File: src/rtl/alu_fib_seq_pkg.sv
// Shared encodings for the Fibonacci operand-feed stage and the ALU it drives.
package alu_fib_seq_pkg;

   localparam int unsigned DATA_W = 6;
   localparam int unsigned OP_W   = 3;
   localparam int unsigned FLAG_W = 4;

   localparam logic [OP_W-1:0] OP_ADD = 3'b000;
   localparam logic [OP_W-1:0] OP_SUB = 3'b001;
   localparam logic [OP_W-1:0] OP_AND = 3'b100;
   localparam logic [OP_W-1:0] OP_OR  = 3'b101;
   localparam logic [OP_W-1:0] OP_NOT = 3'b110;
   localparam logic [OP_W-1:0] OP_XOR = 3'b111;

   localparam int unsigned FLAG_CF = 3;
   localparam int unsigned FLAG_S  = 2;
   localparam int unsigned FLAG_V  = 1;
   localparam int unsigned FLAG_Z  = 0;

   typedef enum logic [1:0] {
      IDLE = 2'd0,
      EMIT = 2'd1,
      DONE = 2'd2
   } state_t;

endpackage

File: src/rtl/alu_fib_seq_alu.sv
// Combinational ALU: s selects the op, y is the result, f holds {CF,S,V,Z}.
module alu_fib_seq_alu
   import alu_fib_seq_pkg::*;
#(
   parameter int unsigned N = 6,
   parameter int unsigned M = 3,
   parameter int unsigned K = 4
) (
   input  logic [M-1:0] s,
   input  logic [N-1:0] a,
   input  logic [N-1:0] b,
   output logic [N-1:0] y,
   output logic [K-1:0] f
);

   logic [N:0] r;

   // Result carries one extra bit so add carry and subtract borrow land in r[N].
   always_comb begin
      r = '0;
      f = '0;
      case (s)
         OP_ADD:  r = {1'b0, a} + {1'b0, b};
         OP_SUB:  r = {1'b0, a} - {1'b0, b};
         OP_AND:  r = {1'b0, a & b};
         OP_OR:   r = {1'b0, a | b};
         OP_NOT:  r = {1'b0, ~a};
         OP_XOR:  r = {1'b0, a ^ b};
         default: r = '0;
      endcase
      y = r[N-1:0];
      f[FLAG_CF] = r[N];
      f[FLAG_S]  = y[N-1];
      f[FLAG_Z]  = (y == '0);
      case (s)
         OP_ADD:  f[FLAG_V] = (a[N-1] == b[N-1]) && (y[N-1] != a[N-1]);
         OP_SUB:  f[FLAG_V] = (a[N-1] != b[N-1]) && (y[N-1] != a[N-1]);
         default: f[FLAG_V] = 1'b0;
      endcase
   end

endmodule

File: src/rtl/alu_fib_seq.sv
// Fibonacci stream generator: feeds ALU sums back as operands and emits terms
// over valid/ready, flagging unsigned wrap-around via the ALU carry.
module alu_fib_seq
   import alu_fib_seq_pkg::*;
#(
   parameter int unsigned N     = DATA_W,
   parameter int unsigned CNT_W = 4
) (
   input  logic             clk,
   input  logic             rst,
   input  logic             start,
   input  logic [N-1:0]     f0,
   input  logic [N-1:0]     f1,
   input  logic [CNT_W-1:0] len,
   output logic             out_valid,
   output logic [N-1:0]     out_data,
   input  logic             out_ready,
   output logic             busy,
   output logic             done,
   output logic             ovf
);

   state_t             state;
   logic [N-1:0]       ra;
   logic [N-1:0]       rb;
   logic               ra_w;
   logic               rb_w;
   logic [CNT_W-1:0]   cnt;
   logic [N-1:0]       sum;
   logic [FLAG_W-1:0]  flags;
   logic               cf;
   logic               fire;
   logic               unused_flags;

   alu_fib_seq_alu #(
      .N (N),
      .M (OP_W),
      .K (FLAG_W)
   ) u_alu (
      .s (OP_ADD),
      .a (ra),
      .b (rb),
      .y (sum),
      .f (flags)
   );

   assign cf           = flags[FLAG_CF];
   assign unused_flags = ^{flags[FLAG_S], flags[FLAG_V], flags[FLAG_Z]};
   assign fire         = out_valid & out_ready;

   // out_data shadows ra so the emitted term is always the head operand.
   always_ff @(posedge clk) begin
      if (rst) begin
         state     <= IDLE;
         out_valid <= 1'b0;
         out_data  <= '0;
         busy      <= 1'b0;
         done      <= 1'b0;
         ovf       <= 1'b0;
         ra        <= '0;
         rb        <= '0;
         ra_w      <= 1'b0;
         rb_w      <= 1'b0;
         cnt       <= '0;
      end else begin
         done <= 1'b0;
         case (state)
            IDLE: begin
               out_valid <= 1'b0;
               busy      <= 1'b0;
               if (start) begin
                  ra       <= f0;
                  rb       <= f1;
                  ra_w     <= 1'b0;
                  rb_w     <= 1'b0;
                  cnt      <= len;
                  ovf      <= 1'b0;
                  out_data <= f0;
                  busy     <= 1'b1;
                  if (len == '0) begin
                     state <= DONE;
                     done  <= 1'b1;
                  end else begin
                     state     <= EMIT;
                     out_valid <= 1'b1;
                  end
               end
            end
            EMIT: begin
               if (fire) begin
                  ra       <= rb;
                  ra_w     <= rb_w;
                  rb       <= sum;
                  // A wrapped operand taints every later term.
                  rb_w     <= cf | ra_w | rb_w;
                  ovf      <= ovf | ra_w;
                  cnt      <= cnt - CNT_W'(1);
                  out_data <= rb;
                  if (cnt == CNT_W'(1)) begin
                     state     <= DONE;
                     out_valid <= 1'b0;
                     done      <= 1'b1;
                  end
               end
            end
            DONE: begin
               state     <= IDLE;
               busy      <= 1'b0;
               out_valid <= 1'b0;
            end
            default: begin
               state     <= IDLE;
               busy      <= 1'b0;
               out_valid <= 1'b0;
            end
         endcase
      end
   end

endmodule

File: config.mk
export PLATFORM = sky130hd
export DESIGN_NAME = alu_fib_seq
export DESIGN_NICKNAME = d
export VERILOG_FILES = /design/src/rtl/alu_fib_seq_pkg.sv /design/src/rtl/alu_fib_seq_alu.sv /design/src/rtl/alu_fib_seq.sv
export SDC_FILE = /design/constraint.sdc
export NUM_CORES = 1
export LEC_CHECK = 0
export CAP_MARGIN = 30
export CORE_UTILIZATION = 54
export CTS_CLUSTER_SIZE = 30
export DETAILED_ROUTE_END_ITERATION = 7
export GPL_TIMING_DRIVEN = 0
export PLACE_DENSITY = 0.94
export SYNTH_ARGS = -nofsm -noshare
export SYNTH_HDL_FRONTEND = slang
export SYNTH_SLANG_ARGS = --single-unit
export TNS_END_PERCENT = 50
File: constraint.sdc
create_clock -name clk -period 3.7 [get_ports clk]
set_input_delay 0.74 -clock clk [delete_from_list [all_inputs] [get_ports clk]]
set_output_delay 0.74 -clock clk [all_outputs]
set_load 0.005 [all_outputs]
==> summary.md <==
| Metric | Value |
|---|---|
| DRC | 0 |
| Die span in x | 53.69 µm |
| Crit-path max FO | 10 |
| Syn nets | 198 |
| Pwr dens | 341.4 nW/µm² |
| Register area | 480.5 µm² |
| Cts bufs inserted | 3 |
| Initial Utilization | 0.5771 |
| Hold WS | 0.4957 ns |
| Clk sinks | 24 |
| Area of the multi-input gates | 843.3 µm² |
| Top cells by area, synth | dfxtp_1, ha_1, nor2_1 |
| Global route total overflow | 0 |
| Leakage | 0.6866 nW |
| Core area | 2500 µm² |
| Outcome | completed |
| Sequential-to-total area share from yosys stat | 0.3330 |
| Kind of critical path | in -> reg |
| Synth top area share | 0.3330 |
| Tot Pwr | about 0.00061 W |
| Critical Path Start | rst |
| Sequential share of power | 0.485 |
| Mapped Area | 1443 µm² |
| DR vias | 1390 |
| Post-CTS Resized | 0 |
| Req. time, crit path | around 3.9 ns |
| Max VDD drop | 0.0002440 V |
| Critical-path cell list | clkdlybuf4s50_1, clkbuf_1, inv_1, o2111ai_1, o211ai_1 |
| Combinational power share | 0.323 |
| Clock Power Share | 0.192 |
| Post-synth top cells | dfxtp_1, nor2_1, nand2_1, a21oi_1, nor3_1 |
| Hold Startpoint | ra_w$_SDFFE_PP0P_ |
| Hold Path Class | reg -> reg |
| Final setup margin | 1.619 ns |
| Vias in the first global route | 1400 |
| Critical path launch point type | input port |
| CTS tree | yes |
| CP peak stage delay | 0.61 ns |
| Initial antenna violation count | 0 |
| Arrival @ worst endpoint | 2.28 ns |
| Max-slew violations | 0 |
| Hold Crit Endpoint | ra_w$_SDFFE_PP0P_ |
| CP max-delay cell | clkdlybuf4s50_1 |
| First-pass GRT wire length | 5927 µm |
| Asr flop ratio synth | 0 |
| RR Startpoint | ra[0]$_SDFFE_PP0P_ |
| N_diodes | 0 |
| Slew HR | 0.6214 |
| Routed length per placed instance | roughly 15 µm |
| Die height | 53.69 µm |
| Nets | 232 |
| Clock transition at the registers of the reported paths | approximately 0.12 ns |
| Worst-margin pin slew | 0.5678 ns |
| Post-synthesis cell count | 169 |
| Fillers | 191 |
| Drt pass-1 iters | 4 |
| Setup crit end kind | flop |
| Unrepaired setup endpoints after global routing | no |
| Top FF cell, synth | dfxtp_1 |
| Post-synth EDFFs | 0 |
| Place WS | 1.312 ns |
| Highest clock rate | 0.4806 GHz |
| Fin crit share | 0.5623 |
| DP Wirelength | 2630 µm |
| Number of max-cap violations | 0 |
| Drt total wl | 3559 µm |
| Layout cells sized above 1 | 0.1045 |
| Post-CTS Setup Repair Bufs | 0 |
| Hold Buf Count CTS | 0 |
| R2R Setup Slk | 1.76 ns |
| Most common cell in the netlist | dfxtp_1 |
| Clk_lat worst skew | 0.32 ns |
| Number of synthesized register bits | 24 |
| Hold Path Stages | 2 |
| Max H-tree Level | 1 |
| Setup_tns | 0 ns |
| # setup viols final | 0 |
| Final Critical Period | 2.081 ns |
| Ports | 30 |
| Hold Vio Cnt, Final | 0 |
| Finished Layout Cells | 231 |
| Count of cell types in the netlist | 41 |
| Total Routing Usage GR | 0.2854 |
| # rows | 18 |
| Post-Place Cells | around 230 |
| Area grow syn2layout | 24.28% |
| Vias per inst | 6.017 |
| Syn_area_per_cell | 8.536 µm² |
| DRT iter0 DRCs | 37 |
| Largest net degree at the start of global routing | 13 |
| Max Root-Sink Buffers | 2 |
| Yosys warnings | 0 |
| DRT antenna net count | 0 |
| Yosys top cell by area | dfxtp_1 |
| Final Wtd Congestion | 0.8637 |
| Switching Share | 0.3242 |
| Int Power | approximately 0.00041 W |
| Root buffer selected by CTS | clkbuf_4 |
| R2R cell count | 7 |
| Die Area | 2882 µm² |
| Worst r2r dst | rb[4]$_SDFFE_PP0P_ |
| Skew final | 0.003406 ns |
| Port Buffer Count | 29 |
| Switch Pwr | about 0.0002 W |
-- flip-flops by register name, indices dropped and copies added, names as in the netlist --
signal / count
rb_w: 1
out_valid: 1
ra: 6
done: 1
rb: 6
ra_w: 1
state: 2
busy: 1
cnt: 4
ovf: 1
-- layer usage --
layer / vias to the layer above / wire [µm] / track usage
met3: 7 / 141 / 0.02825
met4: 0 / 53 / 0.1360
met1: 672 / 1490 / 0.3345
li1: 668 / - / -
met5: - / 0 / 0
met2: 43 / 1874 / 0.5123
-- cell families (layout without fill, tap and decap cells) --
| group | after synthesis | count (layout) | synth area share |
|---|---|---|---|
| multiplexers | 1 | 1 | 0.006939 |
| AO/OA/AOI/OAI | 44 | 44 | 0.2377 |
| AND/OR/NAND/NOR | 71 | 71 | 0.2506 |
| adder cells (fa/ha/maj) | 9 | 9 | 0.08326 |
| buffers and inverters | 19 | 51 | 0.08239 |
| XOR/XNOR | 1 | 1 | 0.006072 |
| flip-flops | 24 | 24 | 0.3330 |
-- power groups by stage --
stage                     logic, W  clock network, W  registers (W)
after floorplan           0.000124                 0       0.000300
after global placement    0.000185                 0       0.000301
after detailed placement  0.000195                 0       0.000302
final                     0.000198          0.000117       0.000297
after global routing      0.000218          0.000126       0.000300
after CTS                 0.000196          0.000117       0.000296
-- worst max path at each step --
stage | cells past startpoint | end
4_1_cts | 5 | rb[5]$_SDFFE_PP0P_
3_3_place_gp | 5 | rb[5]$_SDFFE_PP0P_
6_report | 5 | rb[5]$_SDFFE_PP0P_
3_5_place_dp | 5 | rb[5]$_SDFFE_PP0P_
2_1_floorplan | 7 | rb[4]$_SDFFE_PP0P_
5_1_grt | 5 | rb[5]$_SDFFE_PP0P_
-- stage by stage --
step / instance area [µm²] / util
CTS: 1793 / 0.7172
finish: 1793 / 0.7172
global route: 1793 / 0.7172
detailed placement: 1770 / 0.7082
floorplan: 1443 / -
global placement: 1770 / 0.7082
-- cell usage in the layout (no fill, tap or decap), types with 2 or more instances in the layout --
| cell type | n |
|---|---|
| a311oi_1 | 3 |
| a21o_1 | 3 |
| nand2b_1 | 2 |
| a21oi_1 | 9 |
| buf_6 | 5 |
| clkbuf_4 | 3 |
| nand3_1 | 3 |
| a22oi_1 | 2 |
| clkdlybuf4s50_1 | 29 |
| nand3b_1 | 2 |
| nor2b_1 | 2 |
| nand2_1 | 20 |
| nor3_1 | 9 |
| dfxtp_1 | 24 |
| nor3b_1 | 2 |
| clkbuf_1 | 2 |
| inv_1 | 8 |
| ha_1 | 8 |
| buf_2 | 2 |
| nand2b_4 | 2 |
| buf_4 | 2 |
| and3_1 | 3 |
| and2_1 | 2 |
| a311oi_2 | 4 |
| o21ai_0 | 6 |
| nor2_1 | 21 |
| a211oi_1 | 7 |
-- area by class of cell --
class / count / area share
Multi-Input combinational cell: 126 / 0.4703
Sequential cell: 24 / 0.2680
Timing Repair Buffer: 29 / 0.1619
Buffer: 11 / 0.04955
Tap cell: 30 / 0.02094
Inverter: 8 / 0.01675
Clock buffer: 3 / 0.01256
-- critical path, delay by kind of cell --
family,cells,cell delay (ns)
buf+inv,3,1.26
compound gates,2,0.26
(Power assumes the default switching activity.)
